==> config.mk <==
export PLATFORM = sky130hd
export DESIGN_NAME = uart_tx
export DESIGN_NICKNAME = d
export VERILOG_FILES = /design/src/rtl/uart_pkg.sv /design/src/rtl/uart_tx_fifo.sv /design/src/rtl/uart_tx.sv
export SDC_FILE = /design/constraint.sdc
export NUM_CORES = 1
export LEC_CHECK = 0
export BUFFER_PORTS_ARGS = -buffer_cell sky130_fd_sc_hd__buf_4
export CAP_MARGIN = 20
export CORE_MARGIN = 2
export CORE_UTILIZATION = 28
export CTS_BUF_LIST = sky130_fd_sc_hd__clkbuf_8
export DETAILED_ROUTE_END_ITERATION = 12
export HOLD_SLACK_MARGIN = 0.12
export PLACE_DENSITY = 0.55
export SYNTH_ARGS = -nofsm -noshare
export SYNTH_HDL_FRONTEND = slang
export SYNTH_SLANG_ARGS = --single-unit
==> constraint.sdc <==
create_clock -name clk -period 3.24 [get_ports clk]
set_clock_uncertainty 0.2 [all_clocks]
set_input_delay 0.162 -clock clk [delete_from_list [all_inputs] [get_ports clk]]
set_output_delay 0.162 -clock clk [all_outputs]
set_load 0.02 [all_outputs]
==> src/rtl/uart_pkg.sv <==
// Shared UART constants, frame timing helper and transmitter state type.
package uart_pkg;

  localparam int unsigned DATA_BITS  = 8;
  // 8N1 frame: start, eight data bits, stop.
  localparam int unsigned FRAME_BITS = 10;

  typedef enum logic [1:0] {
    IDLE,
    START,
    DATA,
    STOP
  } uart_tx_state_t;

  // Clock cycles per serial bit; integer division, shared with the receiver.
  function automatic int unsigned cycles_per_bit(input int unsigned clk_freq,
                                                 input int unsigned baud);
    return clk_freq / baud;
  endfunction

endpackage

==> src/rtl/uart_tx_fifo.sv <==
// First-word fall-through byte FIFO feeding the transmit shifter.
module uart_tx_fifo #(
  parameter int unsigned FIFO_DEPTH = 4
) (
  input  logic       clk,
  input  logic       rst,
  input  logic       push,
  input  logic [7:0] din,
  output logic       full,
  input  logic       pop,
  output logic [7:0] dout,
  output logic       empty
);

  localparam int unsigned PTR_W = (FIFO_DEPTH > 1) ? $clog2(FIFO_DEPTH) : 1;
  localparam int unsigned CNT_W = PTR_W + 1;

  logic [7:0]       mem [FIFO_DEPTH];
  logic [PTR_W-1:0] wr_ptr_q, rd_ptr_q;
  logic [CNT_W-1:0] count_q;
  logic             do_push, do_pop;

  assign full  = (count_q == CNT_W'(FIFO_DEPTH));
  assign empty = (count_q == '0);
  assign dout  = mem[rd_ptr_q];

  // A pop in the same cycle frees a slot, so a push while full still lands.
  assign do_push = push && (!full || pop);
  assign do_pop  = pop && !empty;

  // Pointer and occupancy bookkeeping; power-of-two depth lets pointers wrap freely.
  always_ff @(posedge clk) begin
    if (rst) begin
      wr_ptr_q <= '0;
      rd_ptr_q <= '0;
      count_q  <= '0;
    end else begin
      if (do_push) wr_ptr_q <= wr_ptr_q + 1'b1;
      if (do_pop)  rd_ptr_q <= rd_ptr_q + 1'b1;
      case ({do_push, do_pop})
        2'b10:   count_q <= count_q + 1'b1;
        2'b01:   count_q <= count_q - 1'b1;
        default: count_q <= count_q;
      endcase
    end
  end

  // Storage array; contents are don't-care while empty so no reset is needed.
  always_ff @(posedge clk) begin
    if (do_push) mem[wr_ptr_q] <= din;
  end

endmodule

==> src/rtl/uart_tx.sv <==
// 8N1 UART transmitter: valid/ready byte intake, small FIFO, LSB-first shifter.
module uart_tx #(
  parameter int unsigned CLK_FREQ   = 12_000_000,
  parameter int unsigned BAUD_RATE  = 115200,
  parameter int unsigned FIFO_DEPTH = 4
) (
  input  logic       clk,
  input  logic       rst,
  input  logic [7:0] data,
  input  logic       valid,
  output logic       ready,
  output logic       tx,
  output logic       busy
);

  import uart_pkg::*;

  localparam int unsigned CPB   = cycles_per_bit(CLK_FREQ, BAUD_RATE);
  localparam int unsigned CNT_W = ($clog2(CPB) > 0) ? $clog2(CPB) : 1;
  localparam logic [CNT_W-1:0] CNT_LAST = CNT_W'(CPB - 1);

  uart_tx_state_t   state_q, state_d;
  logic [CNT_W-1:0] cnt_q, cnt_d;
  logic [2:0]       bit_idx_q, bit_idx_d;
  logic [7:0]       shift_q, shift_d;
  logic             tx_q, tx_d;

  logic       fifo_push, fifo_pop, fifo_full, fifo_empty;
  logic [7:0] fifo_dout;
  logic       bit_end;

  assign ready     = !fifo_full;
  assign fifo_push = valid && ready;
  assign tx        = tx_q;
  assign busy      = (state_q != IDLE) || !fifo_empty;
  assign bit_end   = (cnt_q == CNT_LAST);

  uart_tx_fifo #(
    .FIFO_DEPTH(FIFO_DEPTH)
  ) u_fifo (
    .clk  (clk),
    .rst  (rst),
    .push (fifo_push),
    .din  (data),
    .full (fifo_full),
    .pop  (fifo_pop),
    .dout (fifo_dout),
    .empty(fifo_empty)
  );

  // Shifter next-state: bit timing, byte pops and the next line level.
  always_comb begin
    state_d   = state_q;
    cnt_d     = cnt_q;
    bit_idx_d = bit_idx_q;
    shift_d   = shift_q;
    fifo_pop  = 1'b0;

    unique case (state_q)
      IDLE: begin
        if (!fifo_empty) begin
          fifo_pop = 1'b1;
          shift_d  = fifo_dout;
          cnt_d    = '0;
          state_d  = START;
        end
      end
      START: begin
        if (bit_end) begin
          cnt_d     = '0;
          bit_idx_d = '0;
          state_d   = DATA;
        end else begin
          cnt_d = cnt_q + 1'b1;
        end
      end
      DATA: begin
        if (bit_end) begin
          cnt_d   = '0;
          shift_d = {1'b0, shift_q[7:1]};
          if (bit_idx_q == 3'(DATA_BITS - 1)) begin
            state_d = STOP;
          end else begin
            bit_idx_d = bit_idx_q + 1'b1;
          end
        end else begin
          cnt_d = cnt_q + 1'b1;
        end
      end
      STOP: begin
        if (bit_end) begin
          cnt_d = '0;
          // Chain straight into the next frame so queued bytes leave no idle gap.
          if (!fifo_empty) begin
            fifo_pop = 1'b1;
            shift_d  = fifo_dout;
            state_d  = START;
          end else begin
            state_d = IDLE;
          end
        end else begin
          cnt_d = cnt_q + 1'b1;
        end
      end
      default: state_d = IDLE;
    endcase

    // Line level derived from the upcoming state keeps tx a clean register output.
    case (state_d)
      START:   tx_d = 1'b0;
      DATA:    tx_d = shift_d[0];
      default: tx_d = 1'b1;
    endcase
  end

  // Shifter state register; reset drops any frame in flight and idles the line.
  always_ff @(posedge clk) begin
    if (rst) begin
      state_q   <= IDLE;
      cnt_q     <= '0;
      bit_idx_q <= '0;
      shift_q   <= '0;
      tx_q      <= 1'b1;
    end else begin
      state_q   <= state_d;
      cnt_q     <= cnt_d;
      bit_idx_q <= bit_idx_d;
      shift_q   <= shift_d;
      tx_q      <= tx_d;
    end
  end

endmodule

==> key figures, run 1 <==
STA
  – RSZ-0062 raised after global routing: no
  – Slew Limit Fails: 0
  – Minimum clock period: 2.78 ns
  – Setup TNS: 0 ns
  – Fmax: 360 MHz
  – Hold slack: 0.297 ns
  – Fin crit share: 0.857
  – Worst Tran Pin Value: 0.594 ns
  – Slew HR: 0.604
  – Final setup violation count: 0
  – Final Hold Fails: 0

Critical path
  – Reg2reg path depth: 10
  – Slowest cell on the critical path: dfxtp_1
  – Critical Path RT: 3.31 ns
  – CP arrival: 2.84 ns
  – Most used cell along the critical path: ha_1
  – Critical Path Fanout Max: 6
  – Setup CP Type: reg2reg
  – Cell count along the critical path: 10
  – CP Buf/Inv Count: 1
  – Origin of the worst setup path: cnt_q[0]
  – Reg2reg start: cnt_q[0]
  – CP startpoint kind: flop
  – Setup crit end kind: flop
  – Top delay family on crit path: adder cells
  – Max incr delay on CP: 0.38 ns
  – Crit path cell chain: ha_1 -> and3_1 -> a31oi_1 -> nor3_2 -> ha_1 -> inv_1 -> fa_1 -> xor2_1 -> or3_1 -> a21oi_1

Floorplanning
  – Core Area: 0.0102 mm^2
  – DIE AREA: 0.0112 mm^2
  – # IOs: 14
  – Die Span Y: 106 um
  – Num rows: 37
  – Die Span X: 106 um
  – Initial Utilization: 0.284

Power and ir drop
  – Leakage: 1.19 nW
  – Tot Pwr: 2.52 mW
  – Power density over the cells: 736 mW/mm^2
  – Peak supply drop: 221 uV

Clock network
  – Clock Tree Buf Depth: 2
  – Num CTS Buffers: 9
  – Clock Latency Late Sink: 0.34 ns
  – Clk pin slew, worst setup/hold paths: 0.08 ns
  – Buffer count from post-CTS setup fixing: 0
  – Htree depth: 3
  – CTS tree: yes
  – CTS Root Buffer Type: clkbuf_8
  – CTS resizes: 0
  – # hold bufs at CTS: 10
  – Clk sinks: 62

Cells and area
  – Final core utilization: 0.336
  – Final net count: 286
  – Non-Filler Instances: 402
  – Area growth from synthesis to final layout: 18.1%
  – Fillers: 1,045
  – Antenna cells: 0
  – Ratio of cells with drive above 1 in the final layout: 0.177

Logic synthesis
  – Synth Net Count: 260
  – Syn avg cell area: 12.3 um^2
  – Share of async-settable or async-resettable flops after synthesis: 0
  – Synth Warn #: 0
  – Synth top area cells: edfxtp_1 (33%), dfxtp_1 (21%), mux4_2 (6.2%)
  – Unique masters post-synth: 48
  – Cell Area, Synth: 0.00290 mm^2
  – Number of synthesized flops with an enable pin: 32
  – Post-synth top area share: 0.332
  – FF+latch count, synth: 62
  – Commonest cells post-synth: edfxtp_1 (32), dfxtp_1 (30), nor2_1 (19)
  – Top-count cell post-synth: edfxtp_1
  – Yosys top cell by area: edfxtp_1
  – Post-Syn Instances: 235
  – Most used DFF post-synth: edfxtp_1
  – Register area share after synthesis: 0.539

Global route
  – Global-route wire length before repair: 9310 um
  – Initial antenna violation count: 0
  – Gr usage total: 0.106
  – Congestion Overflow GR: 0
  – Vias in the first global route: 1,864
  – Largest net degree at the start of global routing: 26

Min path
  – Hold_sp: cnt_q[1]
  – Hold crit path type: reg2reg
  – Cells on Worst Hold Path: 2

Placed design
  – Hpwl dp: 3690 um
  – RD Place Congestion: 0.831
  – Port Buf Inserts: 13
  – Cell total after placement: 376

Detailed routing
  – Iter 0 DRT Violations: 62
  – Antenna viol nets, final: 0
  – Iteration count of the initial detailed-routing pass: 4
  – Via Count: 1,917
  – Vias/cell: 4.77
  – DRC: 0
  – Final WL: 5490 um
  – Drt wl/cell: 13.7 um

Job
  – Max-Cap Viols: 0

Run status
  – Status: finished, final reports clean
cell families (layout without fill, tap and decap cells):
| kind of cell | count (synthesis) | count (layout) | share of synthesized area |
|---|---|---|---|
| AND/OR/NAND/NOR | 74 | 74 | 0.146 |
| flip-flops | 62 | 62 | 0.539 |
| AO/OA/AOI/OAI | 46 | 46 | 0.118 |
| buffers and inverters | 19 | 50 | 0.0324 |
| multiplexers | 15 | 15 | 0.0864 |
| adder cells (fa/ha/maj) | 14 | 14 | 0.0631 |
| XOR/XNOR | 5 | 5 | 0.0151 |
worst min-delay path: cells and delay by family (launching register included):
kind | cells | cell delay, ns
AO/OA/AOI/OAI | 1 | 0.05
AND/OR/NAND/NOR | 1 | 0.07
flip-flops | 1 | 0.33
final timing paths:
path,slack [ns],endpoint
worst max register to register,0.46,u_fifo.count_q[2]
worst min register to register,0.30,cnt_q[1]
worst max-delay path,0.46,u_fifo.count_q[2]
worst min-delay path,0.30,cnt_q[1]
power breakdown:
part	switching [mW]	internal [mW]	total, mW
Sequential	0.0964	0.949	1.05
Clock	0.311	0.357	0.668
Combinational	0.436	0.367	0.804
per-layer routing:
layer,wire [um],up-vias,track usage,part of all wire
met5,0,-,0,0
met4,97,0,0.0536,0.018
met3,231,9,0.0278,0.042
met2,2580,48,0.163,0.47
met1,2580,918,0.138,0.47
li1,-,942,-,-
state kept, by name, summed over array words and instances, names as in the netlist, named ones only:
register / cells
u_fifo.mem: 32
shift_q: 8
cnt_q: 7
bit_idx_q: 3
u_fifo.count_q: 3
state_q: 2
u_fifo.rd_ptr_q: 2
u_fifo.wr_ptr_q: 2
tx: 1
layout make-up:
type / instances / area (um^2) / area share
Tap cell: 136 / 170 / 0.0497
Timing Repair Buffer: 26 / 220 / 0.0644
Inverter: 8 / 30.0 / 0.00878
Clock buffer: 9 / 124 / 0.0362
Clock inverter: 7 / 73.8 / 0.0216
Sequential cell: 62 / 1560 / 0.456
Multi-Input combinational cell: 154 / 1240 / 0.363
per-stage QoR:
stage               cell area, um^2  setup WS, ns
floorplan                      2900         0.530
global route                   3420         0.309
CTS                            3420         0.457
finish                         3420         0.462
detailed placement             3120         0.514
global placement               3120         0.567
placed cells by master, fill, tap and decap left out, types with 4 or more instances in the layout:
cell type      instances
edfxtp_1              32
ha_1                  13
a311oi_1               4
and3_1                 5
buf_4                 16
clkbuf_8               9
a21oi_1                7
mux2i_1                7
nand2_1               12
dlygate4sd3_1         10
dfxtp_1               30
nand3_1                8
nor3_1                 8
nor2_1                19
inv_1                  8
o21ai_0                7
a31oi_1                4
a22o_1                 7
o2bb2ai_1              5
mux4_2                 8
Power figures use the tool's default switching activity.
==> inputs of run 2 (changes only) <==
==> constraint.sdc (replaced) <==
create_clock -name clk -period 3.4 [get_ports clk]
set_clock_uncertainty 0.2 [all_clocks]
set_input_delay 0.17 -clock clk [delete_from_list [all_inputs] [get_ports clk]]
set_output_delay 0.17 -clock clk [all_outputs]
set_load 0.02 [all_outputs]
==> key figures, run 2 (synthesis results as in run 1) <==
STA
  – Setup TNS: 0 ns (unchanged)
  – Fmax: 362 MHz (+0.67%)
  – Final WS setup: 0.640 ns (+0.178 ns)
  – Slew Limit Fails: 0 (unchanged)
  – Hold slack: 0.292 ns (-0.00478 ns)
  – Worst Tran Pin Value: 0.585 ns (-0.00958 ns)
  – Slew HR: 0.610 (+0.00639)
  – Fin crit share: 0.812 (-0.0457)
  – Final setup violation count: 0 (unchanged)
  – Final Hold Fails: 0 (unchanged)
  – RSZ-0062 raised after global routing: no
  – Minimum clock period: 2.76 ns (-0.0184 ns)

Clock network
  – Clock Latency Late Sink: 0.34 ns (about the same)
  – Htree depth: 3 (unchanged)
  – Num CTS Buffers: 9 (unchanged)
  – Clk sinks: 62 (unchanged)
  – CTS resizes: 0 (unchanged)
  – CTS Root Buffer Type: clkbuf_8
  – Clk pin slew, worst setup/hold paths: 0.07 ns (about the same)
  – Clock Tree Buf Depth: 2 (unchanged)
  – CTS tree: yes

Detailed routing
  – Vias/cell: 4.73 (-0.89%)
  – Iteration count of the initial detailed-routing pass: 4 (unchanged)
  – Antenna viol nets, final: 0 (unchanged)
  – Final WL: 5510 um (+0.40%)
  – DRC: 0 (unchanged)
  – Iter 0 DRT Violations: 70 (+13%)
  – Via Count: 1,900 (-0.89%)
  – Drt wl/cell: 13.7 um (+0.40%)

Critical path
  – Setup CP Type: reg2reg
  – Setup crit end kind: flop
  – Top delay family on crit path: adder cells
  – CP arrival: 2.83 ns (about the same)
  – Reg2reg path depth: 10 (unchanged)
  – Origin of the worst setup path: cnt_q[0]
  – Slowest cell on the critical path: fa_1
  – RR Endpoint: u_fifo.count_q[2]
  – Most used cell along the critical path: ha_1
  – Critical Path Fanout Max: 6 (unchanged)
  – Critical Path RT: 3.47 ns (+0.16 ns)
  – Crit path cell chain: ha_1 -> and3_1 -> a31oi_1 -> nor3_2 -> ha_1 -> inv_1 -> fa_1 -> xor2_1 -> or3_1 -> a21oi_1
  – CP startpoint kind: flop
  – Max incr delay on CP: 0.37 ns (about the same)
  – CP Buf/Inv Count: 1 (unchanged)
  – FF-to-FF setup slack: 0.64 ns (+0.18 ns)
  – Reg2reg start: cnt_q[0]

Min path
  – Hold EP: shift_q[7]
  – Hold crit path type: reg2reg
  – Cells on Worst Hold Path: 2 (unchanged)
  – Hold_sp: shift_q[7]

Cells and area
  – Most common cell after layout, fill and taps aside: edfxtp_1
  – Ratio of cells with drive above 1 in the final layout: 0.177 (unchanged)
  – Fillers: 1,048 (+0.29%)
  – Register name with the most flops: u_fifo.mem
  – Max FFs per register: 32 (unchanged)
  – Biggest regs: u_fifo.mem x32, shift_q x8, cnt_q x7
  – Most frequent cells in the layout: edfxtp_1 (32), dfxtp_1 (30), nor2_1 (19)
  – Final net count: 286 (unchanged)
  – Antenna cells: 0 (unchanged)
  – Area growth from synthesis to final layout: 18.1% (unchanged)

Floorplanning
  – Die Span Y: 106 um (unchanged)
  – DIE AREA: 0.0112 mm^2 (unchanged)
  – Die Span X: 106 um (unchanged)
  – # IOs: 14 (unchanged)
  – Num rows: 37 (unchanged)
  – Core Area: 0.0102 mm^2 (unchanged)
  – Initial Utilization: 0.284 (unchanged)

Placed design
  – Port Buf Inserts: 13 (unchanged)
  – RD Place Congestion: 0.831 (about the same)
  – Hpwl dp: 3740 um (+1.3%)
  – Pre-CTS setup slack: 0.654 ns (+0.140 ns)

Power and ir drop
  – Leakage: 1.19 nW (unchanged)
  – Peak supply drop: 251 uV (+14%)
  – Power density over the cells: 701 mW/mm^2 (-4.7%)

Global route
  – Initial antenna violation count: 0 (unchanged)
  – Largest net degree at the start of global routing: 26 (unchanged)
  – Global-route wire length before repair: 9530 um (+2.4%)
  – Gr usage total: 0.109 (+0.00297)
  – Congestion Overflow GR: 0 (unchanged)
  – Vias in the first global route: 1,890 (+1.4%)

Run status
  – Status: finished, final reports clean

Job
  – Max-Cap Viols: 0 (unchanged)
run 2: worst max path at each step:
stage	end	cells past startpoint	slack (ns)
floorplan	u_fifo.count_q[2]	12	0.69
global placement	u_fifo.count_q[2]	10	0.73
detailed placement	u_fifo.count_q[2]	10	0.65
CTS	u_fifo.count_q[2]	10	0.63
global route	u_fifo.count_q[2]	10	0.46
finish	u_fifo.count_q[2]	10	0.64
run 2: stage by stage:
step | power [mW] | std cells | instance area [um^2] | util
after floorplan | 1.59 | 235 | 2900 | -
after global placement | 1.76 | 376 | 3120 | 0.307
after detailed placement | 1.77 | 376 | 3120 | 0.307
after CTS | 2.44 | 402 | 3420 | 0.336
after global routing | 2.57 | 402 | 3420 | 0.336
final | 2.40 | 402 | 3420 | 0.336
run 2: layout make-up:
cell class	instances	area, um^2	area share
Clock buffer	9	124	0.0362
Clock inverter	7	73.8	0.0216
Inverter	8	30.0	0.00878
Multi-Input combinational cell	154	1240	0.363
Sequential cell	62	1560	0.456
Tap cell	136	170	0.0497
Timing Repair Buffer	26	220	0.0644
run 2: routing by layer:
metal	vias up	GRT usage	wire length [um]	part of all wire
met5	-	0	0	0
met1	925	0.139	2680	0.49
met2	30	0.172	2610	0.47
met3	5	0.0414	171	0.031
met4	0	0.0338	44	0.0080
li1	940	-	-	-
run 2: worst register-to-register path: cells and delay by family, from the launching register on:
kind,cells,cell delay [ns]
buf+inv,1,0.06
fa+ha+maj,3,0.83
flops,1,0.36
xor+xnor,1,0.16
simple gates,3,0.79
compound gates,2,0.29
run 2: where the power goes:
part	internal, mW	leakage [nW]	switching, mW
Clock	0.340	0.101	0.295
Combinational	0.349	0.550	0.417
Sequential	0.905	0.538	0.0921
Total	1.59	1.19	0.804
run 2: timing repair:
item | 4_1_cts | 5_1_grt
setup buffers | 0 | 0
setup endpoints to repair | 0 | 0
hold endpoints to repair | 55 | 0
hold buffers | 10 | 0
==> inputs of run 3 (changes only) <==
--- a/config.mk
+++ b/config.mk
@@ -12,7 +12,7 @@
 export CTS_BUF_LIST = sky130_fd_sc_hd__clkbuf_8
 export DETAILED_ROUTE_END_ITERATION = 12
 export HOLD_SLACK_MARGIN = 0.12
-export PLACE_DENSITY = 0.55
+export PLACE_DENSITY = 0.56
 export SYNTH_ARGS = -nofsm -noshare
 export SYNTH_HDL_FRONTEND = slang
 export SYNTH_SLANG_ARGS = --single-unit
==> constraint.sdc (replaced) <==
create_clock -name clk -period 2.35 [get_ports clk]
set_clock_uncertainty 0.2 [all_clocks]
set_input_delay 0.1175 -clock clk [delete_from_list [all_inputs] [get_ports clk]]
set_output_delay 0.1175 -clock clk [all_outputs]
set_load 0.02 [all_outputs]
==> key figures, run 3 (synthesis results as in run 1) <==
Detailed routing
  – Top Layer Used: met4
  – Final WL: 5890 um (+6.9%)
  – Met2 wire len: 2840 um (+8.6%)
  – M1 wire length: 2830 um (+5.5%)
  – Via Count: 2,022 (+6.4%)
  – Vias/cell: 4.75 (+0.43%)
  – Antenna viol nets, final: 0 (unchanged)
  – Drt wl/cell: 13.8 um (+0.89%)
  – Iteration count of the initial detailed-routing pass: 5 (+1)
  – DRC: 0 (unchanged)
  – Iter 0 DRT Violations: 49 (-30%)
  – Wire length on met3: 135 um (-21%)

Placed design
  – Port Buf Inserts: 13 (unchanged)
  – Pre-CTS setup slack: -0.0734 ns (-0.727 ns)
  – RD Place Congestion: 0.797 (-4.1%)
  – Hpwl dp: 3920 um (+4.6%)

Floorplanning
  – Core Area: 0.0102 mm^2 (unchanged)
  – DIE AREA: 0.0112 mm^2 (unchanged)
  – Num rows: 37 (unchanged)
  – Initial Utilization: 0.284 (unchanged)
  – Die Span Y: 106 um (unchanged)
  – Die Span X: 106 um (unchanged)
  – # IOs: 14 (unchanged)

Clock network
  – CTS tree: yes
  – Clock Tree Buf Depth: 2 (unchanged)
  – CTS Root Buffer Type: clkbuf_8
  – Htree depth: 3 (unchanged)
  – Num CTS Buffers: 9 (unchanged)
  – Clk sinks: 62 (unchanged)
  – Clk pin slew, worst setup/hold paths: 0.07 ns (about the same)
  – Clock Latency Late Sink: 0.34 ns (about the same)

STA
  – Slew Limit Fails: 0 (unchanged)
  – Fmax: 432 MHz (+19%)
  – Worst Tran Pin Value: 0.436 ns (-0.149 ns)
  – Final Hold Fails: 0 (unchanged)
  – Final WS setup: 0.0338 ns (-0.606 ns)
  – Slew HR: 0.709 (+0.0993)
  – Minimum clock period: 2.32 ns (-0.444 ns)
  – Setup TNS: 0 ns (unchanged)
  – Final setup violation count: 0 (unchanged)
  – Fin crit share: 0.986 (+0.174)
  – RSZ-0062 raised after global routing: yes

Cells and area
  – Register name with the most flops: u_fifo.mem
  – Area growth from synthesis to final layout: 25.9%
  – Fillers: 1,019 (-2.8%)
  – Max FFs per register: 32 (unchanged)
  – Ratio of cells with drive above 1 in the final layout: 0.293 (+0.116)
  – Most common cell after layout, fill and taps aside: buf_4
  – Final net count: 310 (+8.4%)
  – Final core utilization: 0.358 (+0.0222)
  – Antenna cells: 0 (unchanged)
  – Most frequent cells in the layout: buf_4 (40), edfxtp_1 (32), dfxtp_1 (26)
  – Area of the multi-input gates: 0.00130 mm^2 (+4.7%)
  – Biggest regs: u_fifo.mem x32, shift_q x8, cnt_q x7
  – FF+latch area: 0.00157 mm^2 (+0.32%)

Global route
  – Gr usage total: 0.112 (+0.00240)
  – Initial antenna violation count: 0 (unchanged)
  – Global-route wire length before repair: 9740 um (+2.2%)
  – Vias in the first global route: 2,007 (+6.2%)
  – Congestion Overflow GR: 0 (unchanged)
  – Largest net degree at the start of global routing: 26 (unchanged)

Critical path
  – Critical Path RT: 2.42 ns (-1.05 ns)
  – Setup crit end kind: flop
  – CP startpoint kind: flop
  – Setup CP Type: reg2reg
  – Critical Path Fanout Max: 2 (-4)
  – CP arrival: 2.39 ns (-0.44 ns)

Power and ir drop
  – Power density over the cells: 983 mW/mm^2 (+40%)
  – Leakage: 1.30 nW (+9.4%)
  – Peak supply drop: 359 uV (+43%)

Min path
  – Hold crit path type: reg2reg

Run status
  – Status: finished, final reports clean

Job
  – Max-Cap Viols: 0 (unchanged)
-- run 3: cell count changes in the layout (fill, tap and decap cells not counted), sizes merged --
cell,before,now
buf,16,40
bufinv,1,0
clkinv,5,3
clkinvlp,0,1
inv,9,11
-- run 3: path summary, 6_finish.rpt --
| kind | start | endpoint | slack (ns) | depth (start not counted) |
|---|---|---|---|---|
| worst max-delay path | cnt_q[1] | u_fifo.count_q[2] | 0.03 | 10 |
| worst min-delay path | shift_q[7] | shift_q[7] | 0.28 | 2 |
| worst max register to register | cnt_q[1] | u_fifo.count_q[2] | 0.03 | 10 |
| worst min register to register | shift_q[7] | shift_q[7] | 0.28 | 2 |
-- run 3: metrics by stage --
| stage | std cells | power, mW | hold slack, ns | instance area, um^2 |
|---|---|---|---|---|
| global route | 426 | 3.81 | 0.307 | 3650 |
| global placement | 398 | 2.67 | 0.119 | 3330 |
| finish | 426 | 3.59 | 0.282 | 3650 |
| CTS | 426 | 3.63 | 0.285 | 3650 |
| floorplan | 235 | 2.34 | 0.0164 | 2950 |
| detailed placement | 398 | 2.70 | 0.124 | 3330 |
-- run 3: layer usage --
layer / up-vias / global-route usage
met5: - / 0
met4: 0 / 0.0564
met3: 6 / 0.0241
met2: 31 / 0.180
met1: 995 / 0.141
li1: 990 / -
-- run 3: cell type report --
class | count | area share
Sequential cell | 62 | 0.430
Multi-Input combinational cell | 154 | 0.356
Timing Repair Buffer | 50 | 0.110
Tap cell | 136 | 0.0467
Clock buffer | 9 | 0.0340
Clock inverter | 7 | 0.0154
Inverter | 8 | 0.00823
-- run 3: worst max-delay path: stages (launching register included) --
cell,delay (ns)
dfxtp_2,0.36
ha_4,0.13
and3_4,0.18
a31oi_4,0.10
nor3_4,0.14
ha_2,0.20
inv_1,0.05
fa_2,0.33
xor2_1,0.15
or3_1,0.30
a21oi_1,0.12
-- run 3: timing repair --
action                                  CTS  global route
endpoints found under the setup margin    1             1
buffers inserted                          2             0
hold endpoints to repair                 55             0
resized for setup                         4             0
gates cloned                              0             0
hold buffers                             10             0
pin swaps                                 3             0
-- run 3: where the power goes --
group	internal, mW	switching (mW)	total (mW)
clock network	0.395	0.465	0.859
registers	1.31	0.118	1.43
logic	0.637	0.661	1.30
